--- src/rtl/msl_tx_arbiter_if.sv ---
// Requester and frame-sender signals shared by the MSL transmit arbiter.
// master = arbiter side, slave = requesters plus sender.
interface msl_tx_arbiter_if #(
   parameter int P_DATA_WIDTH = 8,
   parameter int P_NUM_REQ    = 4
);
   localparam int L_ID_W = $clog2(P_NUM_REQ);

   logic [P_NUM_REQ-1:0]              i_req_valid;
   logic [P_NUM_REQ*P_DATA_WIDTH-1:0] i_req_data;
   logic [P_NUM_REQ-1:0]              o_req_ready;
   logic                              o_tx_start;
   logic [P_DATA_WIDTH-1:0]           o_tx_data;
   logic [L_ID_W-1:0]                 o_tx_id;
   logic                              o_tx_abort;
   logic                              i_tx_busy;
   logic                              i_tx_done;

   modport master (
      input  i_req_valid, i_req_data, i_tx_busy, i_tx_done,
      output o_req_ready, o_tx_start, o_tx_data, o_tx_id, o_tx_abort
   );

   modport slave (
      output i_req_valid, i_req_data, i_tx_busy, i_tx_done,
      input  o_req_ready, o_tx_start, o_tx_data, o_tx_id, o_tx_abort
   );
endinterface

--- src/rtl/msl_tx_arbiter.sv ---
// Round-robin scheduler sharing one MSL frame sender; valid seen idle -> ready +1 -> start +2.
// One frame in flight; requesters are held off until sender done or watchdog abort.
module msl_tx_arbiter #(
   parameter int P_DATA_WIDTH  = 8,
   parameter int P_NUM_REQ     = 4,
   parameter int P_TIMEOUT_CYC = 8_000_000
) (
   input  logic                  i_clk,
   input  logic                  i_rst_n,
   input  logic                  i_enable,
   msl_tx_arbiter_if.master      bus,
   output logic                  o_busy,
   output logic                  o_timeout,
   output logic [15:0]           o_frame_cnt
);
   localparam int L_ID_W  = $clog2(P_NUM_REQ);
   localparam int L_CNT_W = $clog2(P_TIMEOUT_CYC + 1);

   localparam logic [1:0] S_IDLE    = 2'd0;
   localparam logic [1:0] S_GRANT   = 2'd1;
   localparam logic [1:0] S_WAIT    = 2'd2;
   localparam logic [1:0] S_RECOVER = 2'd3;

   logic [1:0]              state_q, state_d;
   logic [L_ID_W-1:0]       id_q, id_d;
   logic [L_ID_W-1:0]       last_q, last_d;
   logic [P_DATA_WIDTH-1:0] data_q, data_d;
   logic [L_CNT_W-1:0]      cnt_q, cnt_d;
   logic [15:0]             frame_q, frame_d;
   logic                    start_q, start_d;
   logic                    abort_q, abort_d;

   logic                    win_vld;
   logic [L_ID_W-1:0]       win_id;
   logic [L_ID_W-1:0]       scan_id;
   logic [P_DATA_WIDTH-1:0] req_word [P_NUM_REQ];

   for (genvar k = 0; k < P_NUM_REQ; k++) begin : g_word
      assign req_word[k] = bus.i_req_data[k*P_DATA_WIDTH +: P_DATA_WIDTH];
   end

   // Scan starts one past the last served requester so every requester gets a turn.
   always_comb begin
      win_vld = 1'b0;
      win_id  = '0;
      scan_id = '0;
      for (int i = 1; i <= P_NUM_REQ; i++) begin
         scan_id = L_ID_W'((int'(last_q) + i) % P_NUM_REQ);
         if (!win_vld && bus.i_req_valid[scan_id]) begin
            win_vld = 1'b1;
            win_id  = scan_id;
         end
      end
   end

   always_comb begin
      state_d = state_q;
      id_d    = id_q;
      last_d  = last_q;
      data_d  = data_q;
      cnt_d   = cnt_q;
      frame_d = frame_q;
      start_d = 1'b0;
      abort_d = 1'b0;
      case (state_q)
         S_IDLE: begin
            if (i_enable && win_vld) begin
               id_d    = win_id;
               state_d = S_GRANT;
            end
         end
         S_GRANT: begin
            // A requester that drops valid here forfeits the slot without advancing the pointer.
            if (bus.i_req_valid[id_q]) begin
               data_d  = req_word[id_q];
               cnt_d   = '0;
               start_d = 1'b1;
               state_d = S_WAIT;
            end else begin
               state_d = S_IDLE;
            end
         end
         S_WAIT: begin
            cnt_d = cnt_q + L_CNT_W'(1);
            if (bus.i_tx_done) begin
               last_d  = id_q;
               frame_d = frame_q + 16'd1;
               state_d = S_IDLE;
            end else if (cnt_q == L_CNT_W'(P_TIMEOUT_CYC - 1)) begin
               last_d  = id_q;
               abort_d = 1'b1;
               state_d = S_RECOVER;
            end
         end
         S_RECOVER: begin
            if (!bus.i_tx_busy) begin
               state_d = S_IDLE;
            end
         end
         default: state_d = S_IDLE;
      endcase
   end

   always_ff @(posedge i_clk or negedge i_rst_n) begin
      if (!i_rst_n) begin
         state_q <= S_IDLE;
         id_q    <= '0;
         last_q  <= L_ID_W'(P_NUM_REQ - 1);
         data_q  <= '0;
         cnt_q   <= '0;
         frame_q <= '0;
         start_q <= 1'b0;
         abort_q <= 1'b0;
      end else begin
         state_q <= state_d;
         id_q    <= id_d;
         last_q  <= last_d;
         data_q  <= data_d;
         cnt_q   <= cnt_d;
         frame_q <= frame_d;
         start_q <= start_d;
         abort_q <= abort_d;
      end
   end

   assign bus.o_req_ready = (state_q == S_GRANT) ? (P_NUM_REQ'(1) << id_q) : '0;
   assign bus.o_tx_start  = start_q;
   assign bus.o_tx_data   = data_q;
   assign bus.o_tx_id     = id_q;
   assign bus.o_tx_abort  = abort_q;
   assign o_timeout       = abort_q;
   assign o_busy          = (state_q != S_IDLE);
   assign o_frame_cnt     = frame_q;
endmodule

--- src/flat_wrapper.sv ---
// flat-port wrapper written by rule: the top's interface ports become plain ports
module msl_tx_arbiter_flat 
#(
   parameter int P_DATA_WIDTH  = 8,
   parameter int P_NUM_REQ     = 4,
   parameter int P_TIMEOUT_CYC = 8_000_000
)
  (i_clk, i_rst_n, i_enable, o_busy, o_timeout, o_frame_cnt, bus_i_req_valid, bus_i_req_data, bus_i_tx_busy, bus_i_tx_done, bus_o_req_ready, bus_o_tx_start, bus_o_tx_data, bus_o_tx_id, bus_o_tx_abort);
  msl_tx_arbiter_if #(.P_DATA_WIDTH(P_DATA_WIDTH), .P_NUM_REQ(P_NUM_REQ)) bus_i ();
  input  logic i_clk;
  input  logic i_rst_n;
  input  logic i_enable;
  output logic o_busy;
  output logic o_timeout;
  output logic [15:0] o_frame_cnt;
  input wire logic [$bits(bus_i.i_req_valid)-1:0] bus_i_req_valid;
  input wire logic [$bits(bus_i.i_req_data)-1:0] bus_i_req_data;
  input wire logic [$bits(bus_i.i_tx_busy)-1:0] bus_i_tx_busy;
  input wire logic [$bits(bus_i.i_tx_done)-1:0] bus_i_tx_done;
  output wire logic [$bits(bus_i.o_req_ready)-1:0] bus_o_req_ready;
  output wire logic [$bits(bus_i.o_tx_start)-1:0] bus_o_tx_start;
  output wire logic [$bits(bus_i.o_tx_data)-1:0] bus_o_tx_data;
  output wire logic [$bits(bus_i.o_tx_id)-1:0] bus_o_tx_id;
  output wire logic [$bits(bus_i.o_tx_abort)-1:0] bus_o_tx_abort;
  assign bus_i.i_req_valid = bus_i_req_valid;
  assign bus_i.i_req_data = bus_i_req_data;
  assign bus_i.i_tx_busy = bus_i_tx_busy;
  assign bus_i.i_tx_done = bus_i_tx_done;
  assign bus_o_req_ready = bus_i.o_req_ready;
  assign bus_o_tx_start = bus_i.o_tx_start;
  assign bus_o_tx_data = bus_i.o_tx_data;
  assign bus_o_tx_id = bus_i.o_tx_id;
  assign bus_o_tx_abort = bus_i.o_tx_abort;
  msl_tx_arbiter #(.P_DATA_WIDTH(P_DATA_WIDTH), .P_NUM_REQ(P_NUM_REQ), .P_TIMEOUT_CYC(P_TIMEOUT_CYC)) u_core (.i_clk(i_clk), .i_rst_n(i_rst_n), .i_enable(i_enable), .bus(bus_i), .o_busy(o_busy), .o_timeout(o_timeout), .o_frame_cnt(o_frame_cnt));
endmodule
--- config.mk ---
export PLATFORM = sky130hd
export DESIGN_NAME = msl_tx_arbiter_flat
export DESIGN_NICKNAME = d
export VERILOG_FILES = /design/src/rtl/msl_tx_arbiter_if.sv /design/src/rtl/msl_tx_arbiter.sv /design/src/flat_wrapper.sv
export SDC_FILE = /design/constraint.sdc
export NUM_CORES = 1
export LEC_CHECK = 0
export CAP_MARGIN = 20
export CORE_MARGIN = 3
export CORE_UTILIZATION = 49
export DETAILED_ROUTE_END_ITERATION = 7
export PLACE_DENSITY_LB_ADDON = 0.2
export REMOVE_ABC_BUFFERS = 1
export SLEW_MARGIN = 5
export SYNTH_ARGS = -nofsm -noshare
export SYNTH_HDL_FRONTEND = slang
export SYNTH_SLANG_ARGS = --single-unit
--- constraint.sdc ---
create_clock -name i_clk -period 2.3 [get_ports i_clk]
set_input_delay 0.23 -clock i_clk [delete_from_list [all_inputs] [get_ports i_clk]]
set_output_delay 0.23 -clock i_clk [all_outputs]
set_load 0.005 [all_outputs]
# After elaboration in Yosys (flattened, before gate mapping)
# Cells that the tools add are included.
# classes
n_bitwise,1
reduce_logical,17
eq_ne,8
n_mux,37
shift,1
magnitude_cmp,6
add_sub_neg,6
# ops
cell,count
one-hot mux 23 bit (2 select lines),1
adder 23 x 1 -> 23 bit (second input constant),1
equality test 23 bit (second input constant),1
two-way mux 23 bit,1
two-way mux 2 bit,11
adder 16 x 1 -> 16 bit (second input constant),1
binary-select mux 8 bit (select 2 bit),1
two-way mux 8 bit,2
< comparator 2 x 3 -> 1 bit (second input constant),5
two-way mux 1 bit,14
binary-select mux 1 bit (select 2 bit),5
AND reduction 2 bit,5
one-hot mux 2 bit (4 select lines),1
nonzero test 2 bit,3
adder 2 x 1 -> 2 bit (second input constant),2
adder 2 bit (second input constant),2
equality test 2 bit (second input constant),2
logical AND 1 bit,4
two-way mux 4 bit,1
!= test 2 x 1 -> 1 bit (second input constant),2
<< shifter 1 x 2 -> 4 bit (first input constant),1
greater-or-equal comparator 3 bit (second input constant),1
logical NOT 1 bit,3
!= test 3 x 2 -> 1 bit (second input constant),1
other kinds (5),5
# totals
wordCells,84
in_bits,41
output_inout_bits,34
register_bits,55

# Logic depth before layout (Yosys ltp)
# Gate-level depths: netlist of the first run.
# depth
ltp_word,16
ltp_mapped,6
ltp_nobuf,5

# Worst setup path before layout of the first run
# No wires, ideal clock.
# synth_path
path_type,register to register
startpoint,"reg u_core.id_q[0], in the netlist u_core.bus.o_tx_id[0]"
endpoint,"reg u_core.data_q[3], in the netlist u_core.bus.o_tx_data[3]"
t_required_ns,2.175
stages_incl_launch_ff,6
setup_time_ns,0.125
n_path_buf,2
synth_period_minus_slack_ns,1.861
t_arrival_ns,1.737
slack_ns,0.439
cell_sequence,dfrtp_1 buf_2 mux4_2 nand2_1 buf_4 mux2_2
# synth_between
elab_chain_cells,4
elab_cells_between_ends,7
cone_classes,5 x mux; 1 x bitwise; 1 x reduce/logical
# synth_rtl
element,line,rtl
start: declaration,msl_tx_arbiter.sv:25,"logic [L_ID_W-1:0] id_q, id_d;"
start signal: assignment,msl_tx_arbiter.sv:116,id_q <= id_d;
inverter 2 -> 3 bit (not written as such),msl_tx_arbiter.sv:75,data_d = req_word[id_q];
binary-select mux 8 bit (select 2 bit),msl_tx_arbiter.sv:75,
two-way mux 8 bit (not written as such) (2 in a row),msl_tx_arbiter.sv:75,
end signal: assignment,msl_tx_arbiter.sv:118,data_q <= data_d;
end: declaration,msl_tx_arbiter.sv:27,"logic [P_DATA_WIDTH-1:0] data_q, data_d;"
# Several ways; a longest one is shown, not always the timed one. The select of a mux whose other input is x is not followed.
# A chain may end at the register's enable or synchronous reset.

# Worst setup path in the final report of the first run
# layout_path
startpoint,reg u_core.state_q[0]
endpoint,out bus_o_req_ready[0]
# layout_between
elab_chain_cells,2
# layout_rtl
element,line,rtl
start: declaration,msl_tx_arbiter.sv:24,"logic [1:0] state_q, state_d;"
start signal: assignment,msl_tx_arbiter.sv:115,state_q <= state_d;
equality test 2 x 1 -> 1 bit,msl_tx_arbiter.sv:126,assign bus.o_req_ready = (state_q == S_GRANT) ? (P_NUM_REQ'(1) << id_q) : '0;
two-way mux 4 bit,msl_tx_arbiter.sv:126,
end: declaration,flat_wrapper.sv:20,output wire logic [$bits(bus_i.o_req_ready)-1:0] bus_o_req_ready;
# No other way between the ends.

==> flow_summary.yaml, run 1 <==
run_status:
  status: "completed"
routing:
  wl_per_cell_um: 15.5
  drc: 0
  drt_pass1_iterations: 4
  drt_iter0_drc: 210
  routed_wl_um: 6550
  vias: 2386
  postRouteAntennaNets: 0
  viasPerCell: 5.64
critical_path:
  critPathMaxFanout: 10
  start_kind: "flip-flop"
  r2r_end: "u_core.state_q[0]$_DFFE_PN0P_"
  crit_start: "u_core.state_q[0]$_DFFE_PN0P_"
  r2r_slack_ps: 380
  rr_worst_depth: 5
  setup.worst_path.end: "bus_o_req_ready[0]"
  crit_path_end_kind: "output pin"
  worstPathArrival_ps: 1870
  setup.worst_path.class: "reg2out"
  worstPathRequired_ps: 2070
  crit-reg2reg-launch: "u_core.cnt_q[0]$_DFFE_PN0P_"
timing:
  tns_ps: 0
  fmax_mhz: 477
  setup_violations: 0
  final_max_slew_viol_count: 0
  final_hold_viol_count: 0
  max_slew_margin_pct: 51.2
  finClkSkew_ps: 7.63
  min_period_over_period_pct: 91.2
  worstMarginPinSlew_ps: 732
  rsz0062_at_grt: "no"
  min_period_ps: 2100
pwr:
  p_clk_share_pct: 19.1
  p_seq_share_pct: 40.6
  total_power_mw: 3.41
  p_int_mw: 2.32
  p_sw_share_pct: 32.0
  net-switching-power_mw: 1.09
  power_frac_comb_pct: 40.2
  p_per_area_mw_per_mm2: 882
  vdd.ir_drop.worst_mv: 0.693
  power_leakage_nw: 1.65
synthesis:
  synthMuxAreaShare_pct: 15.5
  synthFlopType: "dfrtp_1"
  synth-xor-area-share_pct: 4.54
  synth_compound_area_share_pct: 7.26
  async_flop_share_pct: 100
  synth_seq_cells: 55
  synth_cell_type_count: 48
  netlist_instances: 271
  synth-simple-area-share_pct: 21.5
  synth.cell_area_mm2: 0.00290
  synth_fa_ha_area_share_pct: 0.864
  synth_edf_count: 0
  yosysWarnings: 0
  ys_seq_area_share_pct: 47.6
  syn_area_per_cell_um2: 10.7
  synth_top_family_by_area: "simple AND/OR/NAND/NOR gates"
finish:
  diodes: 0
  drive_above_1_share_pct: 14.0
  syn2layout_area_growth_pct: 33.5
  final_nets: 393
  multi_input_area_mm2: 0.00144
  fillCellCount: 460
  final_cell_mix: "73 x clkdlybuf4s50_1, 53 x dfrtp_1, 34 x nand2_1"
  final_common_cell: "clkdlybuf4s50_1"
  regArea_mm2: 0.00138
clocking:
  clockBufferDepth: 2
  clk_pin_slew_ps: 100
  clkSinkCount: 55
  cts_tree: "built"
  numCtsBuffers: 5
  h-tree-depth: 2
  ctsRootBufferMaster: "clkbuf_8"
  cts_setup_buffers: 0
  worstSkewPairLatency_ps: 300
die:
  core_mm2: 0.00561
  num_rows: 27
  die_area_mm2: 0.00687
  io_pins: 75
  die_w_um: 82.9
  start_util_pct: 51.6
  die_h_um: 82.9
global_route:
  grt_pass1_wl_um: 11100
  grt.total_usage_pct: 19.5
  grt_max_degree: 32
  overflow: 0
  antenna_found_initial: 0
  grt_pass1_vias: 2340
placement:
  dp_hpwl_um: 5060
  place.gp.congestion: 0.861
  portBuffers: 74
min_path:
  hp-class: "reg2reg"
run:
  maxCapViolations: 0
[critical path, cell delays in order (launching register included)]
cell	delay (ps)
dfrtp_1	500
nor2b_2	330
nor3b_1	210
clkdlybuf4s50_1	530
[flip-flops by register name (all words and copies together) (netlist names)]
signal,flops
u_core.bus.o_tx_abort,1
u_core.bus.o_tx_data,8
u_core.bus.o_tx_id,2
u_core.bus.o_tx_start,1
u_core.cnt_q,23
u_core.last_q,2
u_core.o_frame_cnt,16
u_core.state_q,2
[per-stage QoR]
stage                     hold WS, ps  instance area, um^2  utilization (%)  instances  setup WS, ps
after floorplan                 -65.6                 2840                -        260          27.6
after global placement            318                 3740             66.7        414           308
after detailed placement          325                 3740             66.7        414           286
after CTS                         489                 3860             68.9        423          88.8
after global routing              507                 3870             68.9        423          43.9
final                             482                 3870             68.9        423           203
[power by group through the flow]
stage / Sequential [mW] / Combinational (mW) / Clock [mW]
floorplan: 1.44 / 0.651 / 0
global placement: 1.40 / 1.36 / 0
detailed placement: 1.40 / 1.39 / 0
CTS: 1.39 / 1.40 / 0.670
global route: 1.42 / 1.49 / 0.710
finish: 1.39 / 1.37 / 0.652
[cells in the mapped netlist, types with 2 or more instances]
master	instances	area [um^2]
a21o_1	3	22.5
a21oi_1	3	15.0
a31oi_1	3	18.8
and2_1	2	12.5
and3_1	7	43.8
buf_2	5	25.0
buf_4	2	15.0
clkbuf_1	3	11.3
dfrtp_1	53	1330
dfstp_2	2	52.6
ha_1	2	25.0
inv_1	6	22.5
mux2_2	13	146
mux2i_1	10	100
mux4_2	9	203
nand2_1	34	128
nand2b_1	2	12.5
nand3_1	11	55.1
nand3b_1	2	15.0
nand4_1	9	56.3
nand4b_1	2	17.5
nor2_1	12	45.0
nor2b_1	2	12.5
nor3_1	11	55.1
nor4_1	5	31.3
nor4b_1	2	17.5
o211ai_1	3	22.5
o21ai_0	15	75.1
or2_2	3	18.8
or3_1	3	18.8
or4_1	2	15.0
xnor2_1	6	52.6
xor2_1	9	78.8
[what timing repair did]
item,in CTS,in global routing
endpoints found under the hold margin,28,0
resized for setup,0,1
setup endpoints to repair,0,4
hold buffers,1,0
[worst min-delay path by stage]
stage | startpoint | to | depth (start not counted)
floorplan | i_rst_n | u_core.bus.o_tx_abort$_DFF_PN0_ | 0
global placement | i_rst_n | u_core.o_frame_cnt[9]$_DFFE_PN0P_ | 1
detailed placement | i_rst_n | u_core.o_frame_cnt[9]$_DFFE_PN0P_ | 1
CTS | u_core.cnt_q[21]$_DFFE_PN0P_ | u_core.cnt_q[21]$_DFFE_PN0P_ | 1
global route | u_core.bus.o_tx_id[1]$_DFFE_PN0P_ | u_core.bus.o_tx_id[1]$_DFFE_PN0P_ | 1
finish | u_core.cnt_q[21]$_DFFE_PN0P_ | u_core.cnt_q[21]$_DFFE_PN0P_ | 1
[cell families (layout without fill, tap and decap cells)]
group	count (synthesis)	in the layout
compound gates	34	34
buf+inv	17	97
simple gates	116	116
fa+ha+maj	2	2
xor+xnor	15	15
flops	55	55
mux	32	32
[per-layer routing]
layer,vias up,part of all wire (%),GRT usage (%)
li1,1151,-,-
met1,1155,43,25.6
met2,76,50,32.9
met3,4,7.0,5.06
met4,0,0.64,3.71
met5,-,0,0
[final cells by class]
cell class,instances,area share (%)
multi-input cells,199,37.3
well taps,72,2.33
inverters,6,0.583
clock buffers,5,1.78
repair buffers,83,21.2
flip-flops and latches,55,35.7
clock inverters,3,1.20
No activity file was read; power rests on OpenSTA's default activity.
==> run 2: changes to the inputs <==
--- a/config.mk
+++ b/config.mk
@@ -7,8 +7,9 @@
 export LEC_CHECK = 0
 export CAP_MARGIN = 20
 export CORE_MARGIN = 3
-export CORE_UTILIZATION = 49
+export CORE_UTILIZATION = 60
 export DETAILED_ROUTE_END_ITERATION = 7
+export DONT_BUFFER_PORTS = 1
 export PLACE_DENSITY_LB_ADDON = 0.2
 export REMOVE_ABC_BUFFERS = 1
 export SLEW_MARGIN = 5
==> run 2 against run 1 <==
Utilization decreased by 0.16 points. First-iteration DRC count decreased by 60%. Clock-buffer cell count increased by 1. Sequential share of layout area increased by 8.8 points. Critical endpoint is now u_core.cnt_q[13]$_DFFE_PN0P_. Non-clock buffer count decreased by 73. Cell count decreased by 22%.
==> flow_summary.yaml, run 2 (synthesis results as in run 1) <==
routing:
  drt_pass1_iterations: 4
  drt_iter0_drc: 84
  drc: 0
  postRouteAntennaNets: 0
  wl_per_cell_um: 18.3
  routed_wl_um: 6050
  vias: 2144
  viasPerCell: 6.50
pwr:
  power_leakage_nw: 1.37
  p_int_mw: 1.90
  power_frac_comb_pct: 33.0
  vdd.ir_drop.worst_mv: 0.656
  p_per_area_mw_per_mm2: 943
  p_sw_share_pct: 34.9
  p_clk_share_pct: 18.1
  p_seq_share_pct: 48.9
  net-switching-power_mw: 1.02
min_path:
  hp-class: "in2reg"
  whs_path_depth: 2
  holdCritStartpoint: "bus_i_tx_busy"
clocking:
  clockBufferDepth: 2
  worstSkewPairLatency_ps: 310
  h-tree-depth: 2
  ctsRootBufferMaster: "clkbuf_8"
  clk_pin_slew_ps: 90
  cts_tree: "built"
  numCtsBuffers: 5
  clkSinkCount: 55
  cts_resized: 0
run:
  maxCapViolations: 0
die:
  num_rows: 24
  io_pins: 75
  die_area_mm2: 0.00569
  die_h_um: 75.5
  die_w_um: 75.5
  start_util_pct: 64.3
  core_mm2: 0.00450
global_route:
  grt.total_usage_pct: 23.1
  grt_pass1_vias: 2058
  antenna_found_initial: 0
  overflow: 0
  grt_max_degree: 56
  grt_pass1_wl_um: 9980
critical_path:
  start_kind: "flip-flop"
  worstPathArrival_ps: 2110
  setup.worst_path.class: "reg2reg"
  crit_path_end_kind: "flip-flop"
  rr_worst_depth: 4
  critPathMaxFanout: 7
  worstPathRequired_ps: 2530
  crit_start: "u_core.cnt_q[1]$_DFFE_PN0P_"
  crit-reg2reg-launch: "u_core.cnt_q[1]$_DFFE_PN0P_"
timing:
  whs_ps: 96.0
  min_period_ps: 1880
  max_slew_margin_pct: 66.0
  worstMarginPinSlew_ps: 505
  finClkSkew_ps: 8.98
  final_hold_viol_count: 0
  fmax_mhz: 531
  rsz0062_at_grt: "no"
  min_period_over_period_pct: 81.9
  final_max_slew_viol_count: 0
  setup_violations: 0
  tns_ps: 0
placement:
  dp_hpwl_um: 4420
  portBuffers: 0
  place.gp.congestion: 0.861
finish:
  multi_input_area_mm2: 0.00144
  final_nets: 320
  largest_reg_flops: 23
  top_register: "u_core.cnt_q"
  diodes: 0
  fillCellCount: 350
  drive_above_1_share_pct: 16.2
  syn2layout_area_growth_pct: 7.00
  final_common_cell: "dfrtp_1"
  regArea_mm2: 0.00138
  final_cell_mix: "53 x dfrtp_1, 34 x nand2_1, 15 x o21ai_0"
run_status:
  status: "completed"
run 2: cell count changes in the layout (fill, tap and decap cells not counted), sizes merged:
| cell | change |
|---|---|
| buf | -2 |
| bufinv | -1 |
| clkbuf | +1 |
| clkdlybuf4s50 | -73 |
| clkinv | +2 |
| clkinvlp | -1 |
| dlygate4sd3 | +2 |
| inv | -1 |
run 2: worst paths after layout:
check,to,slack [ps]
worst max-delay path,u_core.cnt_q[13]$_DFFE_PN0P_,420
worst min-delay path,u_core.state_q[0]$_DFFE_PN0P_,100
worst max register to register,u_core.cnt_q[13]$_DFFE_PN0P_,420
worst min register to register,u_core.cnt_q[21]$_DFFE_PN0P_,490
max in group asynchronous,u_core.last_q[0]$_DFFE_PN1P_,1590
min in group asynchronous,u_core.o_frame_cnt[9]$_DFFE_PN0P_,430
run 2: timing repair:
item,in CTS,in global routing
setup buffers,0,0
endpoints found under the hold margin,56,1
hold buffers,3,1
run 2: power by group through the flow:
stage                     Sequential (mW)  Clock, mW  Combinational (mW)
final                                1.43      0.529               0.964
after global routing                 1.47      0.590                1.07
after CTS                            1.43      0.546               0.971
after detailed placement             1.45          0               0.939
after global placement               1.44          0               0.901
after floorplan                      1.44          0               0.651
run 2: metrics by stage:
step | std cells | worst slack (ps) | instance area, um^2 | total power, mW | utilization, %
final | 330 | 417 | 3100 | 2.92 | 68.8
after global routing | 330 | 279 | 3100 | 3.13 | 68.8
after CTS | 329 | 429 | 3090 | 2.95 | 68.6
after detailed placement | 318 | 420 | 2950 | 2.39 | 65.5
after global placement | 318 | 494 | 2950 | 2.34 | 65.5
after floorplan | 260 | 27.6 | 2840 | 2.09 | -
run 2: cell type report:
type                    instances  area share (%)
multi-input cells             199            46.4
clock buffers                   6            2.34
repair buffers                 10            3.31
flip-flops and latches         55            44.5
well taps                      52            2.10
inverters                       6           0.727
clock inverters                 2           0.565
run 2: per-layer routing:
layer	global-route usage (%)	up-vias	part of all wire [%]
met5	0	-	0
met4	6.41	0	1.1
met3	6.46	6	6.9
met2	38.1	67	48
met1	30.1	1064	44
li1	-	1007	-
run 2: worst max-delay path: stages (launching register included):
cell and delay, ps:
dfrtp_1 430, nand3_2 170, or4_1 690, or4_1 440, o211ai_1 90
